## src/rtl/seg_scan_driver_if.sv

```systemverilog
// ============================================================================
// Module : seg_scan_driver_if
// Brief  : Segment-word, brightness and display-pin bundle for seg_scan_driver.
//          The blink_mask member exists only when SEG_BLINK_EN is defined.
// Rev    : 1.0  initial release
// ============================================================================
`default_nettype none

interface seg_scan_driver_if;
  logic [55:0] seg_in;
  logic [2:0]  brightness;
  logic [6:0]  seg_pins;
  logic [7:0]  dig_en;
  logic        frame_start;
`ifdef SEG_BLINK_EN
  logic [7:0]  blink_mask;

  modport master (
    output seg_in, brightness, blink_mask,
    input  seg_pins, dig_en, frame_start
  );

  modport slave (
    input  seg_in, brightness, blink_mask,
    output seg_pins, dig_en, frame_start
  );
`else
  modport master (
    output seg_in, brightness,
    input  seg_pins, dig_en, frame_start
  );

  modport slave (
    input  seg_in, brightness,
    output seg_pins, dig_en, frame_start
  );
`endif
endinterface

`default_nettype wire

```

## src/rtl/seg_scan_driver.sv

```systemverilog
// ============================================================================
// Module : seg_scan_driver
// Brief  : 8-digit common-anode 7-segment scan driver with per-slot blanking,
//          8-step brightness PWM and once-per-frame word latching.
//          Optional digit blinking is enabled by defining SEG_BLINK_EN.
// Rev    : 1.0  initial release
// ============================================================================
`default_nettype none

module seg_scan_driver #(
  parameter int DIGIT_CYCLES = 50000,
  parameter int BLANK_CYCLES = 500,
  parameter int BLINK_FRAMES = 64
) (
  input  wire logic        clk,
  input  wire logic        rst_n,
  seg_scan_driver_if.slave bus
);

  localparam int c_cnt_w     = $clog2(DIGIT_CYCLES);
  localparam int c_thr_w     = c_cnt_w + 4;
  localparam int c_on_cycles = DIGIT_CYCLES - BLANK_CYCLES;
  localparam int c_step      = c_on_cycles / 8;

  if ((DIGIT_CYCLES < BLANK_CYCLES + 8) || (BLANK_CYCLES < 1) || (BLINK_FRAMES < 1))
  begin : g_param_check
    $error("seg_scan_driver: illegal DIGIT_CYCLES/BLANK_CYCLES/BLINK_FRAMES");
  end

  logic [c_cnt_w-1:0] r_slot_cnt;
  logic [2:0]         r_digit;
  logic [55:0]        r_frame;
  logic [2:0]         r_bri;
  logic [6:0]         r_seg;
  logic [7:0]         r_dig;
  logic               r_frame_start;

  logic               w_slot_end;
  logic               w_frame_edge;
  logic [c_thr_w-1:0] w_cnt_ext;
  logic [c_thr_w-1:0] w_lit_end;
  logic               w_lit;
  logic               w_dark;
  logic [6:0]         w_digits [8];
  logic [6:0]         w_digit_seg;
  logic [7:0]         w_dig_onehot;

  // Slot k shows the k-th 7-bit field counted from the MSB end.
  for (genvar k = 0; k < 8; k++) begin : g_unpack
    assign w_digits[k] = r_frame[55-7*k -: 7];
  end

  assign w_slot_end   = (r_slot_cnt == c_cnt_w'(DIGIT_CYCLES - 1));
  assign w_frame_edge = (r_slot_cnt == '0) && (r_digit == 3'd0);
  assign w_cnt_ext    = c_thr_w'(r_slot_cnt);
  assign w_lit_end    = c_thr_w'(BLANK_CYCLES)
                      + (c_thr_w'(r_bri) + c_thr_w'(1)) * c_thr_w'(c_step);
  assign w_lit        = (w_cnt_ext >= c_thr_w'(BLANK_CYCLES)) && (w_cnt_ext < w_lit_end);
  assign w_digit_seg  = w_digits[r_digit];
  assign w_dig_onehot = ~(8'h80 >> r_digit);

`ifdef SEG_BLINK_EN
  localparam int c_fc_w = (BLINK_FRAMES > 1) ? $clog2(BLINK_FRAMES) : 1;

  logic [c_fc_w-1:0] r_frame_cnt;
  logic              r_blink_phase;
  logic [7:0]        r_mask;
  logic              w_frame_end;

  assign w_frame_end = w_slot_end && (r_digit == 3'd7);
  // Slot k drives dig_en[7-k], so the mask is indexed from the top.
  assign w_dark      = r_blink_phase && r_mask[3'd7 - r_digit];

  always_ff @(posedge clk or negedge rst_n) begin
    if (!rst_n) begin
      r_frame_cnt   <= '0;
      r_blink_phase <= 1'b0;
      r_mask        <= 8'h00;
    end else begin
      if (w_frame_edge) begin
        r_mask <= bus.blink_mask;
      end
      if (w_frame_end) begin
        if (r_frame_cnt == c_fc_w'(BLINK_FRAMES - 1)) begin
          r_frame_cnt   <= '0;
          r_blink_phase <= ~r_blink_phase;
        end else begin
          r_frame_cnt <= r_frame_cnt + c_fc_w'(1);
        end
      end
    end
  end
`else
  assign w_dark = 1'b0;
`endif

  always_ff @(posedge clk or negedge rst_n) begin
    if (!rst_n) begin
      r_slot_cnt    <= '0;
      r_digit       <= 3'd0;
      r_frame       <= '1;
      r_bri         <= 3'd0;
      r_seg         <= 7'h7F;
      r_dig         <= 8'hFF;
      r_frame_start <= 1'b0;
    end else begin
      if (w_slot_end) begin
        r_slot_cnt <= '0;
        r_digit    <= r_digit + 3'd1;
      end else begin
        r_slot_cnt <= r_slot_cnt + c_cnt_w'(1);
      end

      if (r_slot_cnt == '0) begin
        r_bri <= bus.brightness;
      end

      if (w_frame_edge) begin
        r_frame <= bus.seg_in;
      end
      r_frame_start <= w_frame_edge;

      // Slot start is always blanked, so the stale word/brightness seen on
      // the latching edge itself never reaches the pins.
      if (w_lit && !w_dark) begin
        r_seg <= w_digit_seg;
        r_dig <= w_dig_onehot;
      end else begin
        r_seg <= 7'h7F;
        r_dig <= 8'hFF;
      end
    end
  end

  assign bus.seg_pins    = r_seg;
  assign bus.dig_en      = r_dig;
  assign bus.frame_start = r_frame_start;

endmodule

`default_nettype wire

```

## src/flat_wrapper.sv

```systemverilog
// flat-port wrapper written by rule: the top's interface ports become plain ports
module seg_scan_driver_flat 
#(
  parameter int DIGIT_CYCLES = 50000,
  parameter int BLANK_CYCLES = 500,
  parameter int BLINK_FRAMES = 64
)
  (clk, rst_n, bus_seg_in, bus_brightness, bus_seg_pins, bus_dig_en, bus_frame_start);
  seg_scan_driver_if bus_i ();
  input  wire logic clk;
  input  wire logic rst_n;
  input wire logic [$bits(bus_i.seg_in)-1:0] bus_seg_in;
  input wire logic [$bits(bus_i.brightness)-1:0] bus_brightness;
  output wire logic [$bits(bus_i.seg_pins)-1:0] bus_seg_pins;
  output wire logic [$bits(bus_i.dig_en)-1:0] bus_dig_en;
  output wire logic [$bits(bus_i.frame_start)-1:0] bus_frame_start;
  assign bus_i.seg_in = bus_seg_in;
  assign bus_i.brightness = bus_brightness;
  assign bus_seg_pins = bus_i.seg_pins;
  assign bus_dig_en = bus_i.dig_en;
  assign bus_frame_start = bus_i.frame_start;
  seg_scan_driver #(.DIGIT_CYCLES(DIGIT_CYCLES), .BLANK_CYCLES(BLANK_CYCLES), .BLINK_FRAMES(BLINK_FRAMES)) u_core (.clk(clk), .rst_n(rst_n), .bus(bus_i));
endmodule
```

## config.mk

```make
export PLATFORM = sky130hd
export DESIGN_NAME = seg_scan_driver_flat
export DESIGN_NICKNAME = d
export VERILOG_FILES = /design/src/rtl/seg_scan_driver_if.sv /design/src/rtl/seg_scan_driver.sv /design/src/flat_wrapper.sv
export SDC_FILE = /design/constraint.sdc
export NUM_CORES = 1
export LEC_CHECK = 0
export BUFFER_PORTS_ARGS = -buffer_cell sky130_fd_sc_hd__buf_2
export CELL_PAD_IN_SITES_DETAIL_PLACEMENT = 0
export CELL_PAD_IN_SITES_GLOBAL_PLACEMENT = 1
export CORE_MARGIN = 2
export CORE_UTILIZATION = 45
export CTS_CLUSTER_DIAMETER = 30
export DETAILED_ROUTE_END_ITERATION = 8
export GPL_TIMING_DRIVEN = 0
export PLACE_DENSITY = 0.82
export SETUP_SLACK_MARGIN = 0.1
export SLEW_MARGIN = 20
export SYNTH_ARGS = -nofsm -noshare
export SYNTH_HDL_FRONTEND = slang
export SYNTH_SLANG_ARGS = --single-unit
```

## constraint.sdc

```tcl
create_clock -name clk -period 14.1 [get_ports clk]
set_input_delay 2.82 -clock clk [delete_from_list [all_inputs] [get_ports clk]]
set_output_delay 2.82 -clock clk [all_outputs]
set_load 0.005 [all_outputs]
```

* Word level (Yosys, flattened, before mapping)
Cells that the tools add are included.
** Word-level totals
- Flip-flop bits (word level) :: 94
- Input port bits :: 61
- Output and inout port bits :: 16
** Cells by class
- Reduce and logical (&&, ||, !) cells :: 4
- Multiplexer cells :: 6
- Bitwise logic cells :: 2
- $lt $le $gt $ge :: 3
- $mul :: 1
- Shift-type cells :: 1
- Add/sub/neg operators :: 4
- Eq/ne operators :: 1
** Operator list (count)
- $bmux 7 s3 :: 1
- $mux 7 :: 3
- $add 9x20->20 const A :: 1
- $lt 16x20->1 :: 1
- $mul 20x13->20 const B :: 1
- $add 16x1->16 const B :: 1
- $eq 16x16->1 const B :: 1
- $ge 16x9->1 const B :: 1
- $logic_not 16->1 :: 1
- $mux 16 :: 1
- $mux 8 :: 1
- $not 8->8 :: 1
- $shr 8x3->8 const A :: 1
- $add 3x1->4 const B :: 1
- $ge 4x4->1 const B :: 1
- $not 3->4 :: 1
- $add 3x1->3 const B :: 1
- $logic_not 3->1 :: 1
- $logic_and 1x1->1 :: 2

* Depth between registers and ports, before layout
- Depth in word-level cells :: 6
- Depth in mapped cells :: 22
- Mapped depth without buffers :: 20

* Worst setup path after synthesis
OpenSTA, ideal clock, no wires.
- Path type :: register to register
- From :: register u_core.r_bri[1]
- To :: register u_core.r_dig[6], in the netlist u_core.bus.dig_en[6]
- Required time :: 14.002 ns
- Path slack :: 9.368 ns
- Arrival :: 4.634 ns
- Cell stages (with the launch flop) :: 20
- Library setup time :: 0.098 ns
- Path buffers :: 1
- Path through :: dfrtp_1 ha_1 xnor2_1 inv_1 fa_1 inv_1 fa_1 inv_1 ha_1 o21ai_0 a21oi_1 or3_1 a41o_1 xnor2_1 ha_1 and4_1 a221o_1 a2bb2oi_2 buf_2 nand4_1
** On the way
- Longest elaborated chain between the ends :: 6
** Ends and longest elaborated chain
- from (decl) :: RTL line seg_scan_driver.sv:33 : logic [2:0] r_bri;
- from (signal assigned) :: RTL line seg_scan_driver.sv:115 : r_bri <= bus.brightness;
- $add 3x1->4 :: RTL line seg_scan_driver.sv:57 : + (c_thr_w'(r_bri) + c_thr_w'(1)) * c_thr_w'(c_step);
- $mul 20x13->20 :: RTL line seg_scan_driver.sv:57
- $add 9x20->20 :: RTL line seg_scan_driver.sv:57
- $lt 16x20->1 :: RTL line seg_scan_driver.sv:58 : assign w_lit = (w_cnt_ext >= c_thr_w'(BLANK_CYCLES)) && (w_cnt_ext < w_lit_end);
- $logic_and 1x1->1 :: RTL line seg_scan_driver.sv:58
- $mux 8 :: RTL line seg_scan_driver.sv:125 : if (w_lit && !w_dark) begin
- to (signal assigned) :: RTL line seg_scan_driver.sv:127 : r_dig <= w_dig_onehot;
- to (decl) :: RTL line seg_scan_driver.sv:35 : logic [7:0] r_dig;
Every way passes these cells.
A chain may end at the register's enable or synchronous reset.

* Worst setup path in the final report
- From :: register u_core.r_bri[1]
- To :: register u_core.r_seg[1], in the netlist u_core.bus.seg_pins[1]
** On the way
- Longest elaborated chain between the ends :: 6
** Ends and longest elaborated chain
- $add 3x1->4 :: RTL line seg_scan_driver.sv:57
- $mul 20x13->20 :: RTL line seg_scan_driver.sv:57
- $add 9x20->20 :: RTL line seg_scan_driver.sv:57
- $lt 16x20->1 :: RTL line seg_scan_driver.sv:58
- $logic_and 1x1->1 :: RTL line seg_scan_driver.sv:58
- $mux 7 :: RTL line seg_scan_driver.sv:125
- to (signal assigned) :: RTL line seg_scan_driver.sv:126 : r_seg <= w_digit_seg;
- to (decl) :: RTL line seg_scan_driver.sv:34 : logic [6:0] r_seg;
Every way passes these cells.

==> key figures <==
Logic synthesis
  • Fraction of registers with async set/reset: 100.0%
  • Ys Warns: 0
  • Post-Syn Area: 5248 µm²
  • Seq/Total Area, Yosys: 46.52%
  • Count of cell types in the netlist: 41
  • Syn Area/Cell: 12.55 µm²
  • Main synth FF type: dfstp_2
  • Post-synth EDFFs: 0
  • Mapped Cells: 418
  • #FFs+latches synth: 94
  • Syn Nets: 532

Drt
  • DRT iter0 DRCs: 95
  • Routed WL: 10760 µm
  • Drt first pass iters: 4
  • Via count: 3496
  • Vias per cell: 5.346
  • WL/cell: 16.45 µm
  • Residual DRC: 0
  • ANT nets after route: 0

Clock network
  • Hold buffer count at cts: 0
  • Root Driver: clkbuf_16
  • Clk slew on worst S/H paths: 0.07 ns
  • Sink Count: 94
  • PostCTS Resize Cnt: 0
  • Postcts setup bufs: 0
  • Num CTS Buffers: 9
  • H-tree Lvls: 3
  • Clk_lat worst skew: 0.35 ns
  • TritonCTS clock tree: built
  • Clk buf depth: 2

Global routing
  • Initial antenna violation count: 0
  • Largest net degree at the start of global routing: 49
  • Vias in the first global route: 3757
  • Gr usage total: 18.54%
  • First-pass GRT wire length: 18260 µm
  • Total grt overflow: 0

Setup path
  • Crit path required time: 14.34 ns
  • Largest stage delay, worst path: 0.57 ns
  • Crit path cell chain: ha_1 > xnor2_1 > inv_1 > fa_1 > inv_1 > fa_1 > inv_1 > ha_1 > o21ai_0 > a21oi_1 > or3_1 > a41o_1 > xnor2_1 > ha_1 > and4_1 > a221o_1 > a2bb2oi_2 > buf_2 > nand4_1
  • Critical Path End Type: flop
  • Crit-path max FO: 10
  • Number of buffers and inverters on the critical path: 4
  • CP delay by family, top: adder cells
  • Slowest CP cell: xnor2_1
  • Arr. time, crit path: 5.70 ns
  • CP Class: flop to flop
  • Setup crit start kind: flop

Status
  • Status: finished clean

STA
  • Final setup TNS: 0 ns
  • Clock skew: 0.005519 ns
  • Slew Viols, Final: 0
  • Crit share post-route: 38.70%
  • Worst slew pin tran: 0.7121 ns
  • # setup viols final: 0
  • Highest clock rate: 0.1833 GHz
  • Hold Vio Cnt, Final: 0
  • Min setup slack post-route: 8.643 ns
  • RSZ-0062 raised after global routing: false
  • Relative slew slack: 52.19%
  • Minimum clock period: 5.457 ns

Die
  • Number of cell rows: 39
  • Die area: 12540 µm²
  • # IOs: 77
  • Die Wd: 112.0 µm
  • Core area: 11420 µm²
  • Initial Utilization: 45.96%
  • Die Y: 112.0 µm

Cells and area
  • Number of filler cells placed in the layout: 1013
  • Multi-input gate area: 2615 µm²
  • Share of cells above drive strength 1: 43.44%
  • Area growth syn-to-layout: 17.07%
  • Layout net count: 620
  • Register area: 2441 µm²
  • Diode count: 0

Flow run
  • Max cap viols: 0

Place
  • Setup WS pre-CTS: 8.615 ns
  • IO buf count: 76
  • Post-DP HPWL: 8436 µm
  • Final GP Congestion: 0.7888

Min path
  • Hold WC Path Type: flop to flop

Power and ir drop
  • VDD IR max: 0.08658 mV
  • Leakage: 2.721 nW
  • Pwr dens: 101.9 nW/µm²
==> sequential cells by signal (all words and copies together) (netlist names) <==
signal and flops:
u_core.bus.dig_en 8, u_core.bus.frame_start 1, u_core.bus.seg_pins 7, u_core.r_bri 3, u_core.r_digit 3, u_core.r_frame 56
u_core.r_slot_cnt 16
==> synth_stat cells (2+ instances only) <==
cell / count / share of area, %
xnor2_1: 13 / 2.2
nor2b_1: 2 / 0.24
and3_1: 3 / 0.36
buf_2: 6 / 0.57
fa_1: 3 / 1.1
clkbuf_1: 4 / 0.29
nand3_1: 11 / 1.0
mux4_2: 14 / 6.0
a211oi_1: 2 / 0.29
buf_4: 2 / 0.29
nand2_1: 35 / 2.5
a21o_1: 4 / 0.57
nor3b_1: 2 / 0.29
ha_1: 50 / 12
or3_1: 2 / 0.24
nor4_2: 2 / 0.48
mux2_2: 28 / 6.0
inv_1: 20 / 1.4
mux2_1: 29 / 6.2
nor3_1: 7 / 0.67
nand4_1: 16 / 1.9
dfrtp_1: 23 / 11
o21ai_0: 9 / 0.86
nor2_1: 18 / 1.3
mux2i_1: 3 / 0.57
buf_8: 3 / 0.86
xor2_1: 12 / 2.0
dfstp_2: 71 / 36
a21oi_1: 12 / 1.1
==> report_power, final <==
group	switching, W	total [W]	leakage [nW]	internal (W)
logic	0.0000480	0.0000906	1.53	0.0000426
clock network	0.000106	0.000246	0.148	0.000140
registers	0.00000483	0.000290	1.05	0.000285
==> routing by layer <==
layer | global-route usage, % | wire length [µm] | up-vias
met3 | 5.988 | 628 | 18
met5 | 0 | 0 | -
met1 | 24.19 | 4827 | 1730
li1 | - | - | 1662
met2 | 29.90 | 5081 | 86
met4 | 5.285 | 221 | 0
==> final timing paths <==
path                                       from                      to  slack (ns)  depth (start not counted)
setup / recovery                u_core.r_bri[1]  u_core.bus.seg_pins[1]        8.64                         19
hold / removal             u_core.r_slot_cnt[5]    u_core.r_slot_cnt[5]        0.55                          1
setup reg to reg                u_core.r_bri[1]  u_core.bus.seg_pins[1]        8.64                         19
hold reg to reg            u_core.r_slot_cnt[5]    u_core.r_slot_cnt[5]        0.55                          1
max in group asynchronous                 rst_n      u_core.r_frame[45]       10.93                          2
min in group asynchronous                 rst_n         u_core.r_bri[1]        2.47                          1
==> area by class of cell <==
class / count / share of cell area (%)
multi-input combinational: 288 / 42.57
timing repair buffer: 77 / 6.680
inverter: 20 / 1.222
clock inverter: 7 / 1.324
clock buffer: 9 / 3.666
tap: 143 / 2.912
buffer: 16 / 1.894
sequential: 94 / 39.74
==> metrics by stage <==
step,power [W],hold slack [ns],cells,instance area (µm²),utilization [%]
2_1_floorplan,0.0003532,0.4894,418,5248,-
3_3_place_gp,0.0003803,0.5230,637,5807,50.85
3_5_place_dp,0.0003852,0.5407,638,5837,51.12
4_1_cts,0.0006332,0.5521,654,6143,53.80
5_1_grt,0.0006588,0.5634,654,6143,53.80
6_report,0.0006260,0.5476,654,6143,53.80
==> cell families after synthesis <==
family	share of synthesized area, %
compound gates	4.006
xor+xnor	4.173
fa+ha+maj	13.07
buf+inv	3.648
flops	46.52
mux	18.81
simple gates	9.776
==> placed cells by master, fill, tap and decap left out, types with 2 or more instances in the layout <==
cell | Yosys | final
a211oi_1 | 2 | 2
a21o_1 | 4 | 4
a21oi_1 | 12 | 12
and3_1 | 3 | 3
buf_2 | 6 | 81
buf_4 | 2 | 3
buf_8 | 3 | 3
clkbuf_1 | 4 | 4
clkbuf_16 | 0 | 9
clkinv_4 | 0 | 2
dfrtp_1 | 23 | 23
dfstp_2 | 71 | 71
fa_1 | 3 | 3
ha_1 | 50 | 50
inv_1 | 20 | 20
mux2_1 | 29 | 29
mux2_2 | 28 | 28
mux2i_1 | 3 | 3
mux4_2 | 14 | 14
nand2_1 | 35 | 35
nand3_1 | 11 | 11
nand4_1 | 16 | 16
nor2_1 | 18 | 18
nor2b_1 | 2 | 2
nor3_1 | 7 | 7
nor3b_1 | 2 | 2
nor4_2 | 2 | 2
o21ai_0 | 9 | 9
or3_1 | 2 | 2
xnor2_1 | 13 | 13
xor2_1 | 12 | 12
Power figures use the tool's default switching activity.
